--- src/rtl/lcd_pkg.sv ---
// Shared LCD bus definitions: word layout, command codes and default panel timing.
// lcd_drv and lcd_bus_rx both use these constants, so the driver and the receiver agree on timing.
package lcd_pkg;

   localparam int         LCD_WORD_W      = 9;
   localparam logic [7:0] CMD_CLEAR       = 8'h01;
   localparam logic [7:0] CMD_HOME        = 8'h02;
   localparam int         T_EN_MIN_CYC    = 23;
   localparam int         T_BUSY_CYC      = 3700;
   localparam int         T_BUSY_LONG_CYC = 152000;

   typedef enum logic [1:0] {
      EV_SHORT,
      EV_BUSY_WR,
      EV_OVERFLOW,
      EV_PUSH
   } rx_event_e;

   // Clear (0x01) and home (0x02/0x03) share data[7:2] == 0.
   // They are the only instructions that take the long busy time.
   function automatic logic is_long_cmd(input logic rs, input logic [7:0] data);
      return !rs && ((data & ~(CMD_CLEAR | CMD_HOME)) == 8'h00);
   endfunction

endpackage

--- src/rtl/lcd_rx_fifo.sv ---
// Synchronous show-ahead FIFO for captured LCD words.
// rdata always shows the head entry; push is ignored when full and pop is ignored when empty.
module lcd_rx_fifo #(
   parameter int WIDTH = 9,
   parameter int DEPTH = 4
) (
   input  logic                     clk_i,
   input  logic                     rst_i,
   input  logic                     push,
   input  logic [WIDTH-1:0]         wdata,
   input  logic                     pop,
   output logic [WIDTH-1:0]         rdata,
   output logic                     full,
   output logic                     empty,
   output logic [$clog2(DEPTH):0]   count
);

   localparam int PTR_W = $clog2(DEPTH);
   localparam int CNT_W = $clog2(DEPTH) + 1;

   logic [WIDTH-1:0] mem [DEPTH];
   logic [PTR_W-1:0] wr_ptr;
   logic [PTR_W-1:0] rd_ptr;
   logic             do_push;
   logic             do_pop;

   assign full    = (count == CNT_W'(DEPTH));
   assign empty   = (count == '0);
   assign do_push = push & ~full;
   assign do_pop  = pop & ~empty;
   assign rdata   = mem[rd_ptr];

   always_ff @(posedge clk_i) begin
      if (rst_i) begin
         wr_ptr <= '0;
         rd_ptr <= '0;
         count  <= '0;
      end else begin
         if (do_push) wr_ptr <= wr_ptr + PTR_W'(1);
         if (do_pop)  rd_ptr <= rd_ptr + PTR_W'(1);
         case ({do_push, do_pop})
            2'b10:   count <= count + CNT_W'(1);
            2'b01:   count <= count - CNT_W'(1);
            default: count <= count;
         endcase
      end
   end

   always_ff @(posedge clk_i) begin
      if (do_push) mem[wr_ptr] <= wdata;
   end

endmodule

--- src/rtl/lcd_bus_rx.sv ---
// HD44780-style LCD bus receiver: captures {rs, data} on each en falling edge, checks en width,
// emulates the panel busy period and presents the captured words on a ready/valid stream.
module lcd_bus_rx
   import lcd_pkg::*;
#(
   parameter int MIN_EN_CYCLES    = T_EN_MIN_CYC,
   parameter int BUSY_CYCLES      = T_BUSY_CYC,
   parameter int BUSY_LONG_CYCLES = T_BUSY_LONG_CYC,
   parameter int FIFO_DEPTH       = 4
) (
   input  logic                  clk_i,
   input  logic                  rst_i,
   input  logic                  rs_i,
   input  logic                  en_i,
   input  logic [7:0]            lcd_data_i,
   output logic [LCD_WORD_W-1:0] data_o,
   output logic                  data_valid_o,
   input  logic                  host_ready_i,
   output logic                  busy_o,
   output logic                  err_short_pulse_o,
   output logic                  err_busy_write_o,
   output logic                  err_overflow_o
);

   localparam int WC_W  = $clog2(MIN_EN_CYCLES + 1);
   localparam int BT_W  = $clog2(BUSY_LONG_CYCLES + 1);
   localparam int CNT_W = $clog2(FIFO_DEPTH) + 1;

   logic                  en_q;
   logic                  rs_q;
   logic [7:0]            data_q;
   logic [WC_W-1:0]       width_q;
   logic [BT_W-1:0]       busy_timer;
   logic                  fall;
   logic                  push;
   logic                  pop;
   logic                  reload;
   logic                  fifo_full;
   logic                  fifo_empty;
   logic [CNT_W-1:0]      fifo_count;
   logic [LCD_WORD_W-1:0] head;
   rx_event_e             ev;

   // Input sampling stage: the captured word is whatever was sampled while en was still high.
   always_ff @(posedge clk_i) begin
      if (rst_i) en_q <= 1'b0;
      else       en_q <= en_i;
   end

   always_ff @(posedge clk_i) begin
      rs_q   <= rs_i;
      data_q <= lcd_data_i;
   end

   always_ff @(posedge clk_i) begin
      if (rst_i || !en_i)
         width_q <= '0;
      else if (width_q != WC_W'(MIN_EN_CYCLES))
         width_q <= width_q + WC_W'(1);
   end

   assign fall   = en_q & ~en_i;
   assign busy_o = (busy_timer != '0);

   // Priority order matters: a short pulse is never counted as a busy write or an overflow.
   always_comb begin
      ev = EV_PUSH;
      if (width_q < WC_W'(MIN_EN_CYCLES)) ev = EV_SHORT;
      else if (busy_o)                    ev = EV_BUSY_WR;
      else if (fifo_full)                 ev = EV_OVERFLOW;
   end

   assign push   = fall && (ev == EV_PUSH);
   assign reload = fall && ((ev == EV_PUSH) || (ev == EV_OVERFLOW));

   // Event stage: error pulses and busy timer update on the edge where fall is seen.
   always_ff @(posedge clk_i) begin
      if (rst_i) begin
         err_short_pulse_o <= 1'b0;
         err_busy_write_o  <= 1'b0;
         err_overflow_o    <= 1'b0;
      end else begin
         err_short_pulse_o <= fall && (ev == EV_SHORT);
         err_busy_write_o  <= fall && (ev == EV_BUSY_WR);
         err_overflow_o    <= fall && (ev == EV_OVERFLOW);
      end
   end

   always_ff @(posedge clk_i) begin
      if (rst_i)
         busy_timer <= '0;
      else if (reload)
         busy_timer <= is_long_cmd(rs_q, data_q) ? BT_W'(BUSY_LONG_CYCLES) : BT_W'(BUSY_CYCLES);
      else if (busy_o)
         busy_timer <= busy_timer - BT_W'(1);
   end

   lcd_rx_fifo #(
      .WIDTH (LCD_WORD_W),
      .DEPTH (FIFO_DEPTH)
   ) u_fifo (
      .clk_i (clk_i),
      .rst_i (rst_i),
      .push  (push),
      .wdata ({rs_q, data_q}),
      .pop   (pop),
      .rdata (head),
      .full  (fifo_full),
      .empty (fifo_empty),
      .count (fifo_count)
   );

   assign data_valid_o = (fifo_count != '0);
   assign pop          = data_valid_o & host_ready_i;
   assign data_o       = fifo_empty ? '0 : head;

endmodule

--- config.mk ---
export PLATFORM = sky130hd
export DESIGN_NAME = lcd_bus_rx
export DESIGN_NICKNAME = d
export VERILOG_FILES = /design/src/rtl/lcd_pkg.sv /design/src/rtl/lcd_rx_fifo.sv /design/src/rtl/lcd_bus_rx.sv
export SDC_FILE = /design/constraint.sdc
export NUM_CORES = 1
export LEC_CHECK = 0
export ABC_AREA = 0
export ABC_CLOCK_PERIOD_IN_PS = 6200
export CAP_MARGIN = 40
export CORE_UTILIZATION = 47
export CTS_CLUSTER_DIAMETER = 150
export DETAILED_ROUTE_END_ITERATION = 6
export GPL_ROUTABILITY_DRIVEN = 1
export HOLD_SLACK_MARGIN = 0.1
export MAX_ROUTING_LAYER = met4
export PLACE_DENSITY_LB_ADDON = 0.12
export SETUP_SLACK_MARGIN = 0.5
export SLEW_MARGIN = 15
export SYNTH_ARGS = -nofsm -noshare
export SYNTH_HDL_FRONTEND = slang
export SYNTH_SLANG_ARGS = --single-unit
--- constraint.sdc ---
create_clock -name clk_i -period 6.2 [get_ports clk_i]
set_input_delay 1.86 -clock clk_i [delete_from_list [all_inputs] [get_ports clk_i]]
set_output_delay 1.86 -clock clk_i [all_outputs]
set_load 0.1 [all_outputs]
==> results.py <==
metrics = {
    "layout": {
        "drive_above_1_share_pct": 14.8,
        "nFillCells": 569,
        "num_antenna_cells": 0,
        "syn_to_final_growth_pct": 22.2,
        "layout.nets": 348,
    },
    "sta": {
        "whs_ps": 486,
        "setup_violations": 0,
        "slew_violations": 0,
        "tns_ps": 0,
        "rsz0062_at_grt": "false",
        "slew-limit-headroom_pct": 46.9,
        "tightest_slew_ps": 795,
        "min_period_over_period_pct": 69.1,
        "fmax_mhz": 233,
        "fin_crit_ps": 4290,
        "hold_viol": 0,
        "skew_ps": 6.54,
    },
    "pwr": {
        "p_leak_nw": 1.46,
        "ir_worst_vdd_v": 0.000319,
        "swShare_pct": 37.0,
        "p_int_mw": 0.993,
        "p_clk_share_pct": 24.7,
        "p_switching_mw": 0.583,
        "seq_power_share_pct": 43.1,
        "p_per_area_mw_per_mm2": 374,
        "p_comb_share_pct": 32.2,
    },
    "setup_path": {
        "worstPathRequired_ps": 4340,
        "reg2reg_depth": 10,
        "worstSetupStartpointType": "flop",
        "cp.arrival_ps": 2430,
        "r2r_end": "u_fifo.count[2]",
        "criticalPathCategory": "flop to output pin",
        "crit_fanout": 9,
        "reg2reg_from": "busy_timer[6]",
        "reg2reg_slack_ps": 3570,
        "cp-end-kind": "output pin",
    },
    "cts": {
        "numCtsBuffers": 9,
        "cts_hold_buffers": 0,
        "cts_setup_buffers": 0,
        "tritoncts": "built",
        "cts_max_path_buffers": 2,
        "htree_levels": 3,
        "clkSinkCount": 81,
        "path_clk_slew_ps": 80,
        "cts-root-buf": "clkbuf_8",
        "cts_resized": 0,
        "clk_latency_ps": 350,
    },
    "synthesis": {
        "avgSynthCellArea_um2": 12.2,
        "synth_nets": 304,
        "synthFlopType": "dfxtp_1",
        "synth_warnings": 0,
        "syn_area_mm2": 0.00345,
        "seq_area_frac_synth_pct": 57.5,
        "synthArstFlopShare_pct": 0,
        "yosys.cell_types.count": 49,
        "synth_edf_count": 36,
        "netlist_instances": 282,
        "synth_seq_cells": 81,
    },
    "global_routing": {
        "grt_pass1_wl_um": 10700,
        "antenna_found_initial": 0,
        "grt_max_degree": 24,
        "grt_pass1_vias": 2231,
        "grt_usage_pct": 19.2,
        "gr-total-overflow": 0,
    },
    "worst_hold_path": {
        "hold_start": "data_q[1]",
        "hold_path.class": "flop to flop",
        "holdPathStages": 0,
        "min_to": "u_fifo.mem[1][1]",
    },
    "route": {
        "drc": 0,
        "drt-initial-drc-count": 68,
        "dr.pass1.iters": 4,
        "vias_per_cell": 5.49,
        "vias": 2344,
        "wl_per_cell_um": 14.9,
        "wirelength_um": 6360,
        "detail-route-antenna-nets": 0,
    },
    "die": {
        "dieHeight_um": 87.7,
        "rows": 30,
        "die_area_mm2": 0.00768,
        "ios": 27,
        "core_area_mm2": 0.00694,
        "start_util_pct": 49.7,
        "die_w_um": 87.7,
    },
    "place": {
        "port_buffers": 26,
        "place_congestion": 0.797,
        "dp_hpwl_um": 4510,
    },
    "run": {
        "maxCapViolCount": 0,
    },
    "outcome": {
        "outcome": "finished, final reports clean",
    },
}
layout by cell type (no fill, tap or decap), types with 9 or more instances in the layout:
cell type,synthesis,routed
dfxtp_1,45,45
edfxtp_1,36,36
clkdlybuf4s50_1,0,26
a21oi_1,18,18
and2_1,17,17
nor2_1,14,14
buf_8,0,14
inv_1,11,11
nand2_1,10,10
mux4_2,9,9
o21ai_0,9,9
clkbuf_8,0,9
area by class of cell:
cell class	count	area (um2)	area share [%]
clock inverters	7	77.6	1.84
flip-flops and latches	81	1980	47.0
well taps	96	120	2.85
repair buffers	41	478	11.3
clock buffers	9	124	2.94
inverters	11	41.3	0.980
multi-input cells	182	1390	33.0
power by group through the flow:
stage	clock network (mW)	logic, mW	registers, mW
after CTS	0.401	0.504	0.678
after global routing	0.424	0.559	0.688
final	0.388	0.508	0.679
after detailed placement	0	0.502	0.689
after floorplan	0	0.396	0.674
after global placement	0	0.491	0.689
Yosys cell counts (3+ instances only):
cell type | n | area, um2
a211oi_1 | 5 | 37.5
a21oi_1 | 18 | 90.1
a31o_2 | 3 | 26.3
and2_1 | 17 | 106
and3_1 | 4 | 25.0
and4_1 | 3 | 26.3
buf_2 | 4 | 20.0
clkbuf_1 | 4 | 15.0
dfxtp_1 | 45 | 901
edfxtp_1 | 36 | 1080
ha_1 | 8 | 100
inv_1 | 11 | 41.3
mux4_2 | 9 | 203
nand2_1 | 10 | 37.5
nand3_1 | 8 | 40.0
nand3b_1 | 3 | 22.5
nand4_1 | 8 | 50.1
nor2_1 | 14 | 52.6
nor3_1 | 5 | 25.0
nor3b_1 | 3 | 22.5
nor4_1 | 4 | 25.0
o21ai_0 | 9 | 45.0
o31ai_1 | 6 | 45.0
or3_1 | 5 | 31.3
xnor2_1 | 4 | 35.0
xor2_1 | 8 | 70.1
worst max-delay path by stage:
stage / from / end / cells after the start
3_5_place_dp: en_i / u_fifo.count[2] / 11
5_1_grt: flop / data_o[8] / 4
4_1_cts: flop / data_o[8] / 4
3_3_place_gp: flop / data_o[6] / 3
6_report: flop / data_o[0] / 4
2_1_floorplan: u_fifo.count[0] / data_o[0] / 3
per-layer routing:
metal | part of all wire, % | vias up | global-route usage, %
met5 | 0 | - | -
met4 | 0.83 | 0 | 5.37
met3 | 4.6 | 7 | 5.94
met2 | 50 | 55 | 31.3
met1 | 45 | 1131 | 23.1
li1 | - | 1151 | -
worst max-delay path: stages, from the launching register on:
cell	delay, ps
dfxtp_1	700
mux4_2	570
and2_1	160
clkdlybuf4s50_1	450
buf_8	190
per-stage QoR:
step	cells	power, mW	cell area, um2	setup slack, ps	utilization (%)
after floorplan	282	1.07	3450	2010	-
after global placement	397	1.18	3800	1930	54.7
after detailed placement	411	1.19	4010	2010	57.8
after CTS	427	1.58	4210	1840	60.7
after global routing	427	1.67	4210	1740	60.7
final	427	1.58	4210	1910	60.7
logic make-up (layout without fill, tap and decap cells):
logic type	after synthesis	after routing	share of synthesized area, %
compound gates	51	51	9.22
xor+xnor	12	12	3.05
fa+ha+maj	9	9	3.48
buf+inv	19	68	2.21
flops	81	81	57.5
mux	10	10	6.17
simple gates	100	100	18.4
sequential cells by signal (all words and copies together), names as in the netlist, 2 cells and up, named ones only:
register       count
u_fifo.mem        36
busy_timer        18
data_q             8
width_q            5
u_fifo.count       3
u_fifo.rd_ptr      2
u_fifo.wr_ptr      2
(Power assumes the default switching activity.)
